$ cat src/rtl/fpu_pkg.sv
`default_nettype none
// =============================================================================
// Module      : fpu_pkg
// Description : Shared widths, bias and result-class encoding for the FPU
//               exponent update path.
// Revision    : 1.0  initial release
// =============================================================================
package fpu_pkg;

    localparam int EXP_W_DEF = 8;
    localparam int MAN_W_DEF = 24;
    localparam int EXP_BIAS  = (1 << (EXP_W_DEF - 1)) - 1;

    // Two extra bits keep the adjusted exponent signed and free of wrap-around.
    function automatic int ext_width(input int exp_w);
        return exp_w + 2;
    endfunction

    typedef enum logic [1:0] {
        ZERO = 2'd0,
        OVF  = 2'd1,
        UNF  = 2'd2,
        NORM = 2'd3
    } exp_class_e;

endpackage
`default_nettype wire

$ cat src/rtl/exp_classify.sv
`default_nettype none
// =============================================================================
// Module      : exp_classify
// Description : Combinational classification of the adjusted exponent into
//               zero / overflow / underflow / normal result fields.
// Revision    : 1.0  initial release
// =============================================================================
module exp_classify
    import fpu_pkg::*;
#(
    parameter int EXP_W = EXP_W_DEF,
    parameter int MAN_W = MAN_W_DEF,
    parameter int SUM_W = MAN_W + 3,
    parameter int EXT_W = ext_width(EXP_W)
) (
    input  logic signed [EXT_W-1:0] i_e,
    input  logic        [SUM_W-1:0] i_sum,
    input  logic        [MAN_W-1:0] i_man,
    output logic        [EXP_W-1:0] o_exp,
    output logic        [MAN_W-1:0] o_man,
    output logic                    o_max_exp,
    output logic                    o_zero,
    output logic                    o_underflow,
    output logic        [EXT_W-1:0] o_excess
);

    localparam logic signed [EXT_W-1:0] c_ovf_thresh = $signed(EXT_W'({EXP_W{1'b1}}));
    localparam logic        [EXT_W-1:0] c_one        = EXT_W'(1);

    exp_class_e w_class;

    always_comb begin
        if (i_sum == '0)
            w_class = ZERO;
        else if (i_e >= c_ovf_thresh)
            w_class = OVF;
        else if (i_e[EXT_W-1] || (i_e == '0))
            w_class = UNF;
        else
            w_class = NORM;
    end

    always_comb begin
        o_exp       = '0;
        o_man       = i_man;
        o_max_exp   = 1'b0;
        o_zero      = 1'b0;
        o_underflow = 1'b0;
        o_excess    = '0;
        case (w_class)
            ZERO: o_zero = 1'b1;
            OVF: begin
                o_exp     = '1;
                o_max_exp = 1'b1;
                o_man     = '0;
            end
            UNF: begin
                o_underflow = 1'b1;
                o_excess    = c_one - i_e;
            end
            NORM:    o_exp = i_e[EXP_W-1:0];
            default: o_exp = '0;
        endcase
    end

endmodule
`default_nettype wire

$ cat src/rtl/exp_update_pipe.sv
`default_nettype none
// =============================================================================
// Module      : exp_update_pipe
// Description : Two-stage valid/ready pipeline that applies normalisation and
//               rounding adjustments to the exponent and classifies the result.
//               Optional sticky overflow/underflow bits: EXP_UPD_STICKY_EN.
// Revision    : 1.0  initial release
// =============================================================================
module exp_update_pipe
    import fpu_pkg::*;
#(
    parameter int  EXP_W = EXP_W_DEF,
    parameter int  MAN_W = MAN_W_DEF,
    parameter int  SUM_W = MAN_W + 3,
    parameter int  SHL_W = 5,
    localparam int EXT_W = ext_width(EXP_W)
) (
    input  logic             clk,
    input  logic             rst,
    input  logic             flush,
    input  logic             in_valid,
    output logic             in_ready,
    input  logic [EXP_W-1:0] exp_in,
    input  logic             ovf,
    input  logic             ovf_rnd,
    input  logic             one_shift_left,
    input  logic [SHL_W-1:0] massive_shift_left,
    input  logic [SUM_W-1:0] sum,
    input  logic [MAN_W-1:0] man_in,
    output logic             out_valid,
    input  logic             out_ready,
    output logic [EXP_W-1:0] exp_out,
    output logic [MAN_W-1:0] man_out,
    output logic             max_exp_flag,
    output logic             zero_flag,
    output logic             underflow_flag,
`ifdef EXP_UPD_STICKY_EN
    input  logic             clr_sticky,
    output logic             sticky_ovf,
    output logic             sticky_unf,
`endif
    output logic [EXT_W-1:0] excess_shift
);

    logic                    r_s1_valid;
    logic signed [EXT_W-1:0] r_s1_e;
    logic        [SUM_W-1:0] r_s1_sum;
    logic        [MAN_W-1:0] r_s1_man;

    logic                    r_s2_valid;
    logic        [EXP_W-1:0] r_exp_out;
    logic        [MAN_W-1:0] r_man_out;
    logic                    r_max_exp;
    logic                    r_zero;
    logic                    r_underflow;
    logic        [EXT_W-1:0] r_excess;

    logic signed [EXT_W-1:0] w_e;
    logic                    w_s2_adv;
    logic                    w_s1_adv;
    logic        [EXP_W-1:0] w_exp;
    logic        [MAN_W-1:0] w_man;
    logic                    w_max_exp;
    logic                    w_zero;
    logic                    w_underflow;
    logic        [EXT_W-1:0] w_excess;

    assign w_e = $signed(EXT_W'(exp_in) + EXT_W'(ovf) + EXT_W'(ovf_rnd)
                       - EXT_W'(one_shift_left) - EXT_W'(massive_shift_left));

    assign w_s2_adv = !r_s2_valid || out_ready;
    assign w_s1_adv = r_s1_valid && w_s2_adv;
    assign in_ready = !r_s1_valid || w_s1_adv;

    always_ff @(posedge clk or posedge rst) begin
        if (rst) begin
            r_s1_valid <= 1'b0;
            r_s1_e     <= '0;
            r_s1_sum   <= '0;
            r_s1_man   <= '0;
        end else if (flush) begin
            r_s1_valid <= 1'b0;
        end else if (in_ready) begin
            r_s1_valid <= in_valid;
            if (in_valid) begin
                r_s1_e   <= w_e;
                r_s1_sum <= sum;
                r_s1_man <= man_in;
            end
        end
    end

    exp_classify #(
        .EXP_W (EXP_W),
        .MAN_W (MAN_W),
        .SUM_W (SUM_W),
        .EXT_W (EXT_W)
    ) u_classify (
        .i_e         (r_s1_e),
        .i_sum       (r_s1_sum),
        .i_man       (r_s1_man),
        .o_exp       (w_exp),
        .o_man       (w_man),
        .o_max_exp   (w_max_exp),
        .o_zero      (w_zero),
        .o_underflow (w_underflow),
        .o_excess    (w_excess)
    );

    // Output fields only change when a new result lands, so they hold under stall.
    always_ff @(posedge clk or posedge rst) begin
        if (rst) begin
            r_s2_valid  <= 1'b0;
            r_exp_out   <= '0;
            r_man_out   <= '0;
            r_max_exp   <= 1'b0;
            r_zero      <= 1'b0;
            r_underflow <= 1'b0;
            r_excess    <= '0;
        end else if (flush) begin
            r_s2_valid <= 1'b0;
        end else if (w_s2_adv) begin
            r_s2_valid <= r_s1_valid;
            if (r_s1_valid) begin
                r_exp_out   <= w_exp;
                r_man_out   <= w_man;
                r_max_exp   <= w_max_exp;
                r_zero      <= w_zero;
                r_underflow <= w_underflow;
                r_excess    <= w_excess;
            end
        end
    end

    assign out_valid      = r_s2_valid;
    assign exp_out        = r_exp_out;
    assign man_out        = r_man_out;
    assign max_exp_flag   = r_max_exp;
    assign zero_flag      = r_zero;
    assign underflow_flag = r_underflow;
    assign excess_shift   = r_excess;

`ifdef EXP_UPD_STICKY_EN
    logic w_xfer;
    logic r_sticky_ovf;
    logic r_sticky_unf;

    assign w_xfer = r_s2_valid && out_ready;

    // A flagged transfer outranks a simultaneous clear.
    always_ff @(posedge clk or posedge rst) begin
        if (rst) begin
            r_sticky_ovf <= 1'b0;
            r_sticky_unf <= 1'b0;
        end else begin
            if (w_xfer && r_max_exp)
                r_sticky_ovf <= 1'b1;
            else if (clr_sticky)
                r_sticky_ovf <= 1'b0;
            if (w_xfer && r_underflow)
                r_sticky_unf <= 1'b1;
            else if (clr_sticky)
                r_sticky_unf <= 1'b0;
        end
    end

    assign sticky_ovf = r_sticky_ovf;
    assign sticky_unf = r_sticky_unf;
`endif

endmodule
`default_nettype wire

$ cat config.mk
export PLATFORM = sky130hd
export DESIGN_NAME = exp_update_pipe
export DESIGN_NICKNAME = d
export VERILOG_FILES = /design/src/rtl/fpu_pkg.sv /design/src/rtl/exp_classify.sv /design/src/rtl/exp_update_pipe.sv
export SDC_FILE = /design/constraint.sdc
export NUM_CORES = 1
export LEC_CHECK = 0
export CORE_UTILIZATION = 53
export CTS_CLUSTER_DIAMETER = 80
export DETAILED_ROUTE_END_ITERATION = 10
export GPL_TIMING_DRIVEN = 0
export PLACE_DENSITY = 0.82
export SYNTH_ARGS = -nofsm -noshare
export SYNTH_HDL_FRONTEND = slang
export SYNTH_SLANG_ARGS = --single-unit
$ cat constraint.sdc
create_clock -name clk -period 6.7 [get_ports clk]
set_input_delay 1.34 -clock clk [delete_from_list [all_inputs] [get_ports clk]]
set_output_delay 1.34 -clock clk [all_outputs]
set_load 0.02 [all_outputs]
# After elaboration in Yosys (flattened, before gate mapping)
# Cells that the tools add are included.
# op_classes
reduce_logical	13
div_mod_pow	0
eq_ne	3
order_cmp	1
addsub	5
bitwise	1
multipliers	0
n_shift	0
muxes	13
# ops
cell	count
logical NOT 27 bit	1
2-to-1 mux 24 bit	1
one-hot mux 8 bit (2 select lines)	1
adder 9 x 1 -> 10 bit	1
greater-or-equal comparator 10 x 9 -> 1 bit, second input constant	1
logical NOT 10 bit	1
2-to-1 mux 10 bit	1
subtractor 1 x 10 -> 10 bit, first input constant	1
subtractor 10 x 1 -> 10 bit	1
subtractor 10 x 5 -> 10 bit	1
adder 8 x 1 -> 9 bit	1
2-to-1 mux 1 bit	8
AND reduction 3 bit	2
== test 2 bit, second input constant	2
2-to-1 mux 2 bit	2
nonzero test 2 bit	2
logical OR 1 bit	3
== test 2 x 1 -> 1 bit, second input constant	1
logical NOT 1 bit	2
logical NOT 2 bit	1
logical AND 1 bit	1
inverter 1 bit	1
# totals
elab_cells	47
romBits	0
inputBits	72
ramBits	0
mem_count	0
reg_bits	108
output_inout_bits	47
latchBits	0

# Longest topological paths before layout
# Gate-level depths: netlist of the first run.
# depth
ltp_word	7
ltp_mapped	11
depth_no_buf	11

# Hierarchy
# From an unflattened synthesis of the first run, not the netlist that was laid out.
# hier_totals
hier_cells	513
area_unflattened_um2	5068.6
# by_module_without_submodules
module	instances	seq_area_each_um2	area_per_inst_um2	cells_per_inst
exp_update_pipe	1	2702.6	4509.3	415
exp_classify	1	0.0	559.3	98

# Least setup slack after synthesis of the first run
# Ideal clock, no wire load.
# synth_path
kind	input -> register
from	in one_shift_left
to	reg r_s1_e[9]
arrival_time_ns	3.490
cell_stages	11
path_slack_ns	3.089
setup_time_ns	0.121
n_path_buf	0
required_time_ns	6.579
path_cell_list	inv_1 fa_1 fa_1 ha_1 inv_1 fa_1 nor2b_1 o21a_1 o21a_1 o21ai_0 a22o_1
# synth_between
elab_chain_cells	2
# synth_lines
item	line_no	rtl
from (decl)	exp_update_pipe.sv:26	input logic one_shift_left,
subtractor 10 x 1 -> 10 bit	exp_update_pipe.sv:69	- EXT_W'(one_shift_left) - EXT_W'(massive_shift_left));
subtractor 10 x 5 -> 10 bit	exp_update_pipe.sv:69	
to (signal assigned)	exp_update_pipe.sv:86	r_s1_e <= w_e;
to (decl)	exp_update_pipe.sv:46	logic signed [EXT_W-1:0] r_s1_e;
# No other way between the ends.
# A chain may end at the register's enable or synchronous reset.

# Final worst setup path of the first run
# layout_path
from	in out_ready
to	out in_ready
# layout_between
elab_chain_cells	3
# layout_lines
item	line_no	rtl
from (decl)	exp_update_pipe.sv:31	input logic out_ready,
logical OR 1 bit	exp_update_pipe.sv:71	assign w_s2_adv = !r_s2_valid || out_ready;
logical AND 1 bit	exp_update_pipe.sv:72	assign w_s1_adv = r_s1_valid && w_s2_adv;
logical OR 1 bit	exp_update_pipe.sv:73	assign in_ready = !r_s1_valid || w_s1_adv;
to (decl)	exp_update_pipe.sv:22	output logic in_ready,
# No other way between the ends.

==> results of run 1 <==
[sequential cells by signal, summed over array words and instances, names as in the netlist]
| register | cells |
|---|---|
| zero_flag | 1 |
| excess_shift | 10 |
| r_s1_e | 10 |
| exp_out | 8 |
| r_s1_sum | 27 |
| underflow_flag | 1 |
| out_valid | 1 |
| r_s1_valid | 1 |
| max_exp_flag | 1 |
| r_s1_man | 24 |
| man_out | 24 |
[cell usage in the layout, fill, tap and decap left out, drive strengths merged, types with 2 or more instances in the layout]
cell / netlist / routed
dfrtp: 108 / 108
a21oi: 5 / 5
nand3: 5 / 5
a22o: 34 / 34
clkdlybuf4s50: 0 / 118
nor2: 12 / 12
a211oi: 2 / 2
inv: 22 / 26
clkbuf: 11 / 20
ha: 15 / 15
or3: 2 / 2
and4: 2 / 2
nand3b: 2 / 2
xnor2: 3 / 3
nor3: 8 / 8
o21ai: 16 / 16
fa: 4 / 4
o21a: 2 / 2
a21o: 3 / 3
xor2: 7 / 7
o31ai: 3 / 3
nand2: 177 / 177
a31oi: 2 / 2
nor3b: 3 / 3
nor4: 8 / 8
buf: 13 / 14
[report_power, final]
group / internal, mW / switching [mW] / leakage [nW] / total [mW]
combinational: 0.271 / 0.276 / 1.59 / 0.546
sequential: 0.769 / 0.0852 / 1.38 / 0.854
clock: 0.179 / 0.230 / 0.103 / 0.409
[stage by stage]
| stage | hold WS [ps] | util [%] | instances | cell area [um^2] | total power, mW |
|---|---|---|---|---|---|
| CTS | 489.2 | 72.77 | 725 | 6377 | 1.823 |
| floorplan | 446.0 | - | 482 | 4827 | 1.168 |
| global placement | 458.5 | 70.10 | 708 | 6143 | 1.390 |
| global route | 505.0 | 72.77 | 725 | 6377 | 1.909 |
| detailed placement | 464.4 | 70.45 | 709 | 6173 | 1.416 |
| finish | 488.3 | 72.77 | 725 | 6377 | 1.810 |
[area by class of cell]
type	count	share of cell area, %
plain buffers	24	1.923
clock buffers	9	1.942
clock inverters	7	1.256
inverters	22	1.334
multi-input cells	328	30.10
flip-flops and latches	108	42.38
well taps	108	2.119
repair buffers	119	18.95
[cell families (layout without fill, tap and decap cells)]
logic type	after synthesis	after routing	share of synthesized area [%]
AOI/OAI and AO/OA	72	72	12.08
and+or+nand+nor	226	226	20.11
DFF	108	108	55.99
adders and majority gates	19	19	5.547
muxes	1	1	0.2074
buffers and inverters	46	181	4.251
xor gates and xnor gates	10	10	1.815
[per-layer routing]
metal / track usage (%) / up-vias
li1: - / 1865
met1: 31.40 / 1887
met2: 41.20 / 127
met3: 3.669 / 17
met4: 9.729 / 0
met5: 0 / -
[worst min-delay path: stages, from the launching register on]
cell     delay [ps]
dfrtp_1         360
nand2_1          50
nand2_1          50
[worst max path at each step]
stage	startpoint	end	slack (ps)
finish	out_ready	in_ready	2630
global route	out_ready	in_ready	2610
CTS	out_ready	in_ready	2640
detailed placement	one_shift_left	r_s1_e[9]$_DFFE_PP0P_	2440
global placement	rst	r_s1_sum[12]$_DFFE_PP0P_	1200
floorplan	rst	excess_shift[0]$_DFFE_PP0P_	2510
==> results.toml, run 1 <==
[clock_network]
cts-hold-fix-buffers = 0
cts_root_buf = "clkbuf_8"
clk_pin_slew_ps = 100
cts_made_buffers = 9
cts_resized = 0
clk_path_buf_depth = 2
clock-sinks = 108
cts_tree = "built"
htree_num_levels = 3
clock_latency_ps = 370
cts_setup_buffers = 0

[die]
die_height_um = 97.44
start_util_pct = 55.08
die_x_um = 97.44
die_area_um2 = 9494
ioPinCount = 119
core-area_um2 = 8763
std_cell_rows = 34

[global_route]
grt_pass1_vias = 3931
grt.overflow.total = 0
grt_pass1_wl_um = 18350
antenna_found_initial = 0
grtUsageTotal_pct = 24.30
grt_max_degree = 65

[setup_path]
crit_required_ps = 5360
cp_max_fo = 3
cp-start-kind = "primary input"
cpMostUsedCell = "clkdlybuf4s50_1"
cp_top_family = "buffers and inverters"
cpPeakStageDelay_ps = 610
crit_chain = "clkdlybuf4s50_1, and3b_1, inv_1, clkdlybuf4s50_1"
ff2ff_path_depth = 5
crit_path_end_kind = "output pin"
crit_type = "in2out"
r2r_end = "excess_shift[8]$_DFFE_PP0P_"
ff2ff_setup_slack_ps = 4630
worst_path_max_delay_cell = "clkdlybuf4s50_1"
crit_cells = 4
cp_num_buf_inv = 3
cp.arrival_ps = 2730
r2r_start = "r_s1_sum[21]$_DFFE_PP0P_"

[power_and_ir_drop]
peakVddDrop_uv = 124.4
power_density_nw_per_um2 = 283.7
p_leak_nw = 3.074

[route]
drt_iter0_markers = 149
num_vias = 3896
wl_met2_um = 5472
wl_met1_um = 4638
detail_route.wl_per_cell_um = 14.88
firstDrtPassIters = 4
drtAntennaViolNets = 0
wirelength_um = 10790
highest_layer = "met4"
dr_wl_met3_um = 493
vias_per_cell = 5.374
drc_errors = 0

[timing]
max_freq_ghz = 0.2456
min_period_ps = 4071
tightest_slew_ps = 586.7
setup_slack_ps = 2629
setup_violations = 0
finalHoldViolations = 0
relSlewSlack_pct = 60.89
period_share_pct = 60.76
fin_setup_tns_ps = 0
finClkSkew_ps = 12.94
grt_setup_unrepaired = "false"
drv_slew = 0

[min_path]
hold_end = "r_s1_sum[10]$_DFFE_PP0P_"
hp-class = "reg2reg"
hp-start = "r_s1_sum[10]$_DFFE_PP0P_"
whs_path_depth = 2

[synthesis]
synthTopCellsByArea = "dfrtp_1 56%, nand2_1 14%, a22o_1 6.2%"
synth_largest_area_cell = "dfrtp_1"
synth_most_common_cell = "nand2_1"
syn_area_um2 = 4827
synth-seq-cells = 108
async_reset_ff_share_pct = 100.0
synth_top_area_share_pct = 55.99
syn_inst = 482
syn-num-nets = 573
ys.flop_type = "dfrtp_1"
synth-seq-area-share_pct = 55.99
synth_commonest_cells = "177 x nand2_1, 108 x dfrtp_1, 34 x a22o_1"
syn_area_per_cell_um2 = 10.01
yosysWarnings = 0
synth.distinct_cells = 47
synth-edff-count = 0

[layout]
seqCellArea_um2 = 2703
antenna_cells = 0
area_growth_pct = 32.12
multiInputGateArea_um2 = 1919
nets = 703
num-fill-cells = 646
drive_above_1_share_pct = 6.159

[outcome]
status = "finished clean"

[job]
drv_cap = 0

[placement]
port_buffers = 118
place_congestion = 0.8209
hpwl_um = 8098
dp_slack_ps = 2435
(Power assumes the default switching activity.)
==> run 2: changes to the inputs <==
--- a/config.mk
+++ b/config.mk
@@ -5,11 +5,11 @@
 export SDC_FILE = /design/constraint.sdc
 export NUM_CORES = 1
 export LEC_CHECK = 0
-export CORE_UTILIZATION = 53
+export CORE_UTILIZATION = 49
 export CTS_CLUSTER_DIAMETER = 80
 export DETAILED_ROUTE_END_ITERATION = 10
 export GPL_TIMING_DRIVEN = 0
-export PLACE_DENSITY = 0.82
+export PLACE_DENSITY = 0.76
 export SYNTH_ARGS = -nofsm -noshare
 export SYNTH_HDL_FRONTEND = slang
 export SYNTH_SLANG_ARGS = --single-unit
==> constraint.sdc (replaced) <==
create_clock -name clk -period 3.8 [get_ports clk]
set_input_delay 0.76 -clock clk [delete_from_list [all_inputs] [get_ports clk]]
set_output_delay 0.76 -clock clk [all_outputs]
set_load 0.02 [all_outputs]
==> results.toml, run 2 (synthesis gave the netlist of run 1 again) <==
[setup_path]
cpMostUsedCell = "fa_1"
critPathLaunch = "one_shift_left"
crit_type = "in2reg"
cpPeakStageDelay_ps = 500
crit_path_end_kind = "flip-flop"
cp_num_buf_inv = 3
cp.arrival_ps = 3610
cp-start-kind = "primary input"
r2r_start = "r_s1_valid$_DFFE_PP0P_"
cp_top_family = "adder cells"
cp_max_fo = 4
crit_chain = "clkdlybuf4s50_1, inv_1, fa_1, fa_1, ha_1, inv_1, fa_1, nor2b_1, o21a_1, o21a_1, o21ai_0, a22o_1"
crit_required_ps = 4060
worst_path_max_delay_cell = "fa_1"

[route]
wirelength_um = 10620
drt_iter0_markers = 114
drtAntennaViolNets = 0
drc_errors = 0
detail_route.wl_per_cell_um = 14.23
vias_per_cell = 5.110
firstDrtPassIters = 5
num_vias = 3812

[min_path]
hp-start = "r_s1_man[5]$_DFFE_PP0P_"
hp-class = "reg2reg"

[power_and_ir_drop]
peakVddDrop_uv = 278.8
power_density_nw_per_um2 = 487.9
pwr-share-comb_pct = 31.0
p_leak_nw = 3.064
power.clock.fraction_pct = 20.8
power_frac_seq_pct = 48.1
swShare_pct = 33.13
power.switching_mw = 1.032
p_int_mw = 2.082
finalPower_mw = 3.114

[layout]
fin_cells = 746
area_growth_pct = 32.22
largest_reg_flops = 27
mostFrequentLayoutCells = "177 x nand2_1, 118 x clkdlybuf4s50_1, 108 x dfrtp_1"
post-route-util_pct = 68.10
final_common_cell = "nand2_1"
drive_above_1_share_pct = 6.159
antenna_cells = 0
largest-register = "r_s1_sum"
nets = 703

[die]
die_area_um2 = 10250
die_x_um = 101.3
ioPinCount = 119
die_height_um = 101.3
core-area_um2 = 9371
start_util_pct = 51.51
std_cell_rows = 35

[timing]
setup_violations = 0
period_share_pct = 88.10
max_freq_ghz = 0.2987
hold_ws_ps = 485.0
tightest_slew_ps = 613.4
relSlewSlack_pct = 59.11
fin_setup_tns_ps = 0
min_period_ps = 3348
drv_slew = 0
finClkSkew_ps = 14.28
finalHoldViolations = 0
grt_setup_unrepaired = "false"

[clock_network]
cts-hold-fix-buffers = 0
htree_num_levels = 3
cts_made_buffers = 9
clk_pin_slew_ps = 100
cts_setup_buffers = 0
cts_tree = "built"
cts_root_buf = "clkbuf_8"
clock_latency_ps = 370
clock-sinks = 108
clk_path_buf_depth = 2
cts_resized = 0

[global_route]
antenna_found_initial = 0
grt.overflow.total = 0
grt_max_degree = 60
grt_pass1_vias = 3769
grtUsageTotal_pct = 22.13
grt_pass1_wl_um = 17460

[job]
drv_cap = 0

[placement]
dp_cells = 730
port_buffers = 118
hpwl_um = 8056
place_congestion = 0.8149

[outcome]
status = "finished clean"
[run 2: changes by cell type in the layout (fill, tap and decap cells not counted)]
cell | previous run | this run
bufinv_16 | 1 | 0
clkinv_4 | 0 | 2
inv_6 | 3 | 2
[run 2: layout make-up]
class / count / area [um^2]
inverters: 22 / 85.08
fillers: 774 / 2989
clock inverters: 7 / 58.81
repair buffers: 119 / 1209
well taps: 129 / 161.4
multi-input cells: 328 / 1919
plain buffers: 24 / 122.6
clock buffers: 9 / 123.9
flip-flops and latches: 108 / 2703
[run 2: metal layers]
metal	up-vias	track usage (%)	routed length, um
li1	1864	-	-
met1	1830	28.67	4728
met2	103	37.73	5220
met3	15	2.899	446
met4	0	9.142	222
met5	-	0	0
[run 2: metrics by stage]
| step | setup WS [ps] | instance area [um^2] |
|---|---|---|
| 4_1_cts | 447.3 | 6382 |
| 6_report | 452.3 | 6382 |
| 2_1_floorplan | 194.4 | 4827 |
| 3_3_place_gp | -1201 | 6170 |
| 5_1_grt | 261.6 | 6382 |
| 3_5_place_dp | 71.86 | 6200 |
[run 2: final timing paths]
path                                           endpoint  slack (ps)  depth (start not counted)
worst max-delay path              r_s1_e[9]$_DFFE_PP0P_         450                         12
worst min-delay path            r_s1_man[5]$_DFFE_PP0P_         480                          2
worst max register to register  r_s1_man[0]$_DFFE_PP0P_        1820                          6
worst min register to register  r_s1_man[5]$_DFFE_PP0P_         480                          2
max in group asynchronous        r_s1_valid$_DFFE_PP0P_        2290                          3
min in group asynchronous       r_s1_man[0]$_DFFE_PP0P_         820                          2
[run 2: power by group through the flow]
stage	Combinational, mW	Clock, mW	Sequential, mW
floorplan	0.434	0	1.63
CTS	0.976	0.664	1.50
global route	1.06	0.706	1.53
finish	0.966	0.648	1.50
global placement	0.941	0	1.51
detailed placement	0.973	0	1.52
[run 2: tightest hold or removal path: cells and delay by family, from the launching register on]
kind | cells | cell delay [ps]
and+or+nand+nor | 2 | 110
DFF | 1 | 350
==> run 3: changes to the inputs <==
--- a/config.mk
+++ b/config.mk
@@ -5,11 +5,11 @@
 export SDC_FILE = /design/constraint.sdc
 export NUM_CORES = 1
 export LEC_CHECK = 0
-export CORE_UTILIZATION = 49
+export CORE_UTILIZATION = 40
 export CTS_CLUSTER_DIAMETER = 80
 export DETAILED_ROUTE_END_ITERATION = 10
 export GPL_TIMING_DRIVEN = 0
-export PLACE_DENSITY = 0.76
+export PLACE_DENSITY = 0.64
 export SYNTH_ARGS = -nofsm -noshare
 export SYNTH_HDL_FRONTEND = slang
 export SYNTH_SLANG_ARGS = --single-unit
==> results.toml, run 3 (synthesis gave the netlist of run 1 again) <==
[outcome]
violations = "DRC"
status = "finished with violations"

[route]
vias_per_cell = 4.955
drtAntennaViolNets = 0
detail_route.wl_per_cell_um = 14.18
num_vias = 3766
firstDrtPassIters = 7
drc_errors = 8
drt_iter0_markers = 146
wirelength_um = 10780

[layout]
drive_above_1_share_pct = 5.997
final_common_cell = "nand2_1"
num-fill-cells = 1027
fin_cells = 760
area_growth_pct = 34.76
antenna_cells = 0
post-route-util_pct = 56.25
largest_reg_flops = 27
largest-register = "r_s1_sum"
final_cell_area_um2 = 6505
mostFrequentLayoutCells = "177 x nand2_1, 118 x clkdlybuf4s50_1, 108 x dfrtp_1"
nets = 703

[setup_path]
crit_type = "in2reg"
cp_top_family = "adder cells"
cp_max_fo = 4
r2r_start = "out_valid$_DFFE_PP0P_"
cp-start-kind = "primary input"
cpMostUsedCell = "fa_1"
crit_path_end_kind = "flip-flop"
ff2ff_path_depth = 6
r2r_end = "r_s1_man[5]$_DFFE_PP0P_"
cp_num_buf_inv = 3
cpPeakStageDelay_ps = 500
cp.arrival_ps = 3540
crit_required_ps = 4020
worst_path_max_delay_cell = "fa_1"
critPathLaunch = "one_shift_left"
crit_chain = "clkdlybuf4s50_1, inv_1, fa_1, fa_1, ha_1, inv_1, fa_1, nor2b_1, o21a_1, o21a_1, o21ai_0, a22o_1"
ff2ff_setup_slack_ps = 1810

[global_route]
grt_pass1_wl_um = 18440
grtUsageTotal_pct = 18.61
grt.overflow.total = 0
antenna_found_initial = 0
grt_max_degree = 63
grt_pass1_vias = 3845

[clock_network]
cts-hold-fix-buffers = 0
cts_made_buffers = 9
clk_pin_slew_ps = 70
htree_num_levels = 3
cts_tree = "built"
cts_setup_buffers = 0
cts_resized = 0
clock-sinks = 108
clk_path_buf_depth = 2
clock_latency_ps = 340
cts_root_buf = "clkbuf_16"

[min_path]
hold_end = "r_s1_sum[4]$_DFFE_PP0P_"
hp-class = "reg2reg"
whs_path_depth = 2
hp-start = "r_s1_sum[4]$_DFFE_PP0P_"

[timing]
relSlewSlack_pct = 58.03
min_period_ps = 3320
max_freq_ghz = 0.3012
finClkSkew_ps = 11.09
setup_slack_ps = 480.5
hold_ws_ps = 473.6
tightest_slew_ps = 629.5
period_share_pct = 87.36
drv_slew = 0
finalHoldViolations = 0
setup_violations = 0
grt_setup_unrepaired = "false"
fin_setup_tns_ps = 0

[placement]
hpwl_um = 8005
dp_slack_ps = 142.2
port_buffers = 118
place_congestion = 0.7850
dp_cells = 744
place_area_um2 = 6217

[die]
die_area_um2 = 12510
die_x_um = 111.9
core-area_um2 = 11560
ioPinCount = 119
start_util_pct = 41.74
std_cell_rows = 39
die_height_um = 111.9

[power_and_ir_drop]
p_leak_nw = 3.110
power_density_nw_per_um2 = 515.5
peakVddDrop_uv = 209.1
finalPower_mw = 3.354

[job]
drv_cap = 0
==> run 3: cell count changes in the layout (fill, tap and decap cells not counted) <==
| cell | delta |
|---|---|
| clkbuf_8 | -8 |
| clkinv_2 | -1 |
| inv_6 | -1 |
| clkbuf_1 | +1 |
| clkbuf_16 | +9 |
==> run 3: area by class of cell <==
cell class / instances / area [um^2] / area share, %
Sequential cell: 108 / 2703 / 41.55
Multi-Input combinational cell: 328 / 1919 / 29.51
Timing Repair Buffer: 119 / 1209 / 18.58
Clock buffer: 11 / 242.7 / 3.731
Tap cell: 143 / 178.9 / 2.751
Buffer: 24 / 122.6 / 1.885
Inverter: 22 / 85.08 / 1.308
Clock inverter: 5 / 45.04 / 0.6924
==> run 3: how the worst max path moves through the flow <==
stage	end	cells after the start
after CTS	r_s1_e[9]$_DFFE_PP0P_	12
final	r_s1_e[9]$_DFFE_PP0P_	12
after detailed placement	r_s1_e[9]$_DFFE_PP0P_	12
after floorplan	excess_shift[0]$_DFFE_PP0P_	1
after global routing	r_s1_e[9]$_DFFE_PP0P_	12
after global placement	r_s1_sum[7]$_DFFE_PP0P_	2
==> run 3: power breakdown <==
group / switching (mW) / internal, mW
Clock: 0.419 / 0.473
Combinational: 0.480 / 0.477
Sequential: 0.149 / 1.36
Total: 1.05 / 2.31
==> run 3: metal layers <==
layer	track usage, %	share of wire, %	vias up
met5	0	0	-
met4	5.405	0.52	0
met3	3.103	4.1	4
met2	31.39	49	85
met1	24.69	46	1817
li1	-	-	1860
==> run 3: worst min-delay path, cell delays in order, from the launching register on <==
cell and delay [ps]:
dfrtp_1 340, nand2_1 50, nand2_1 50
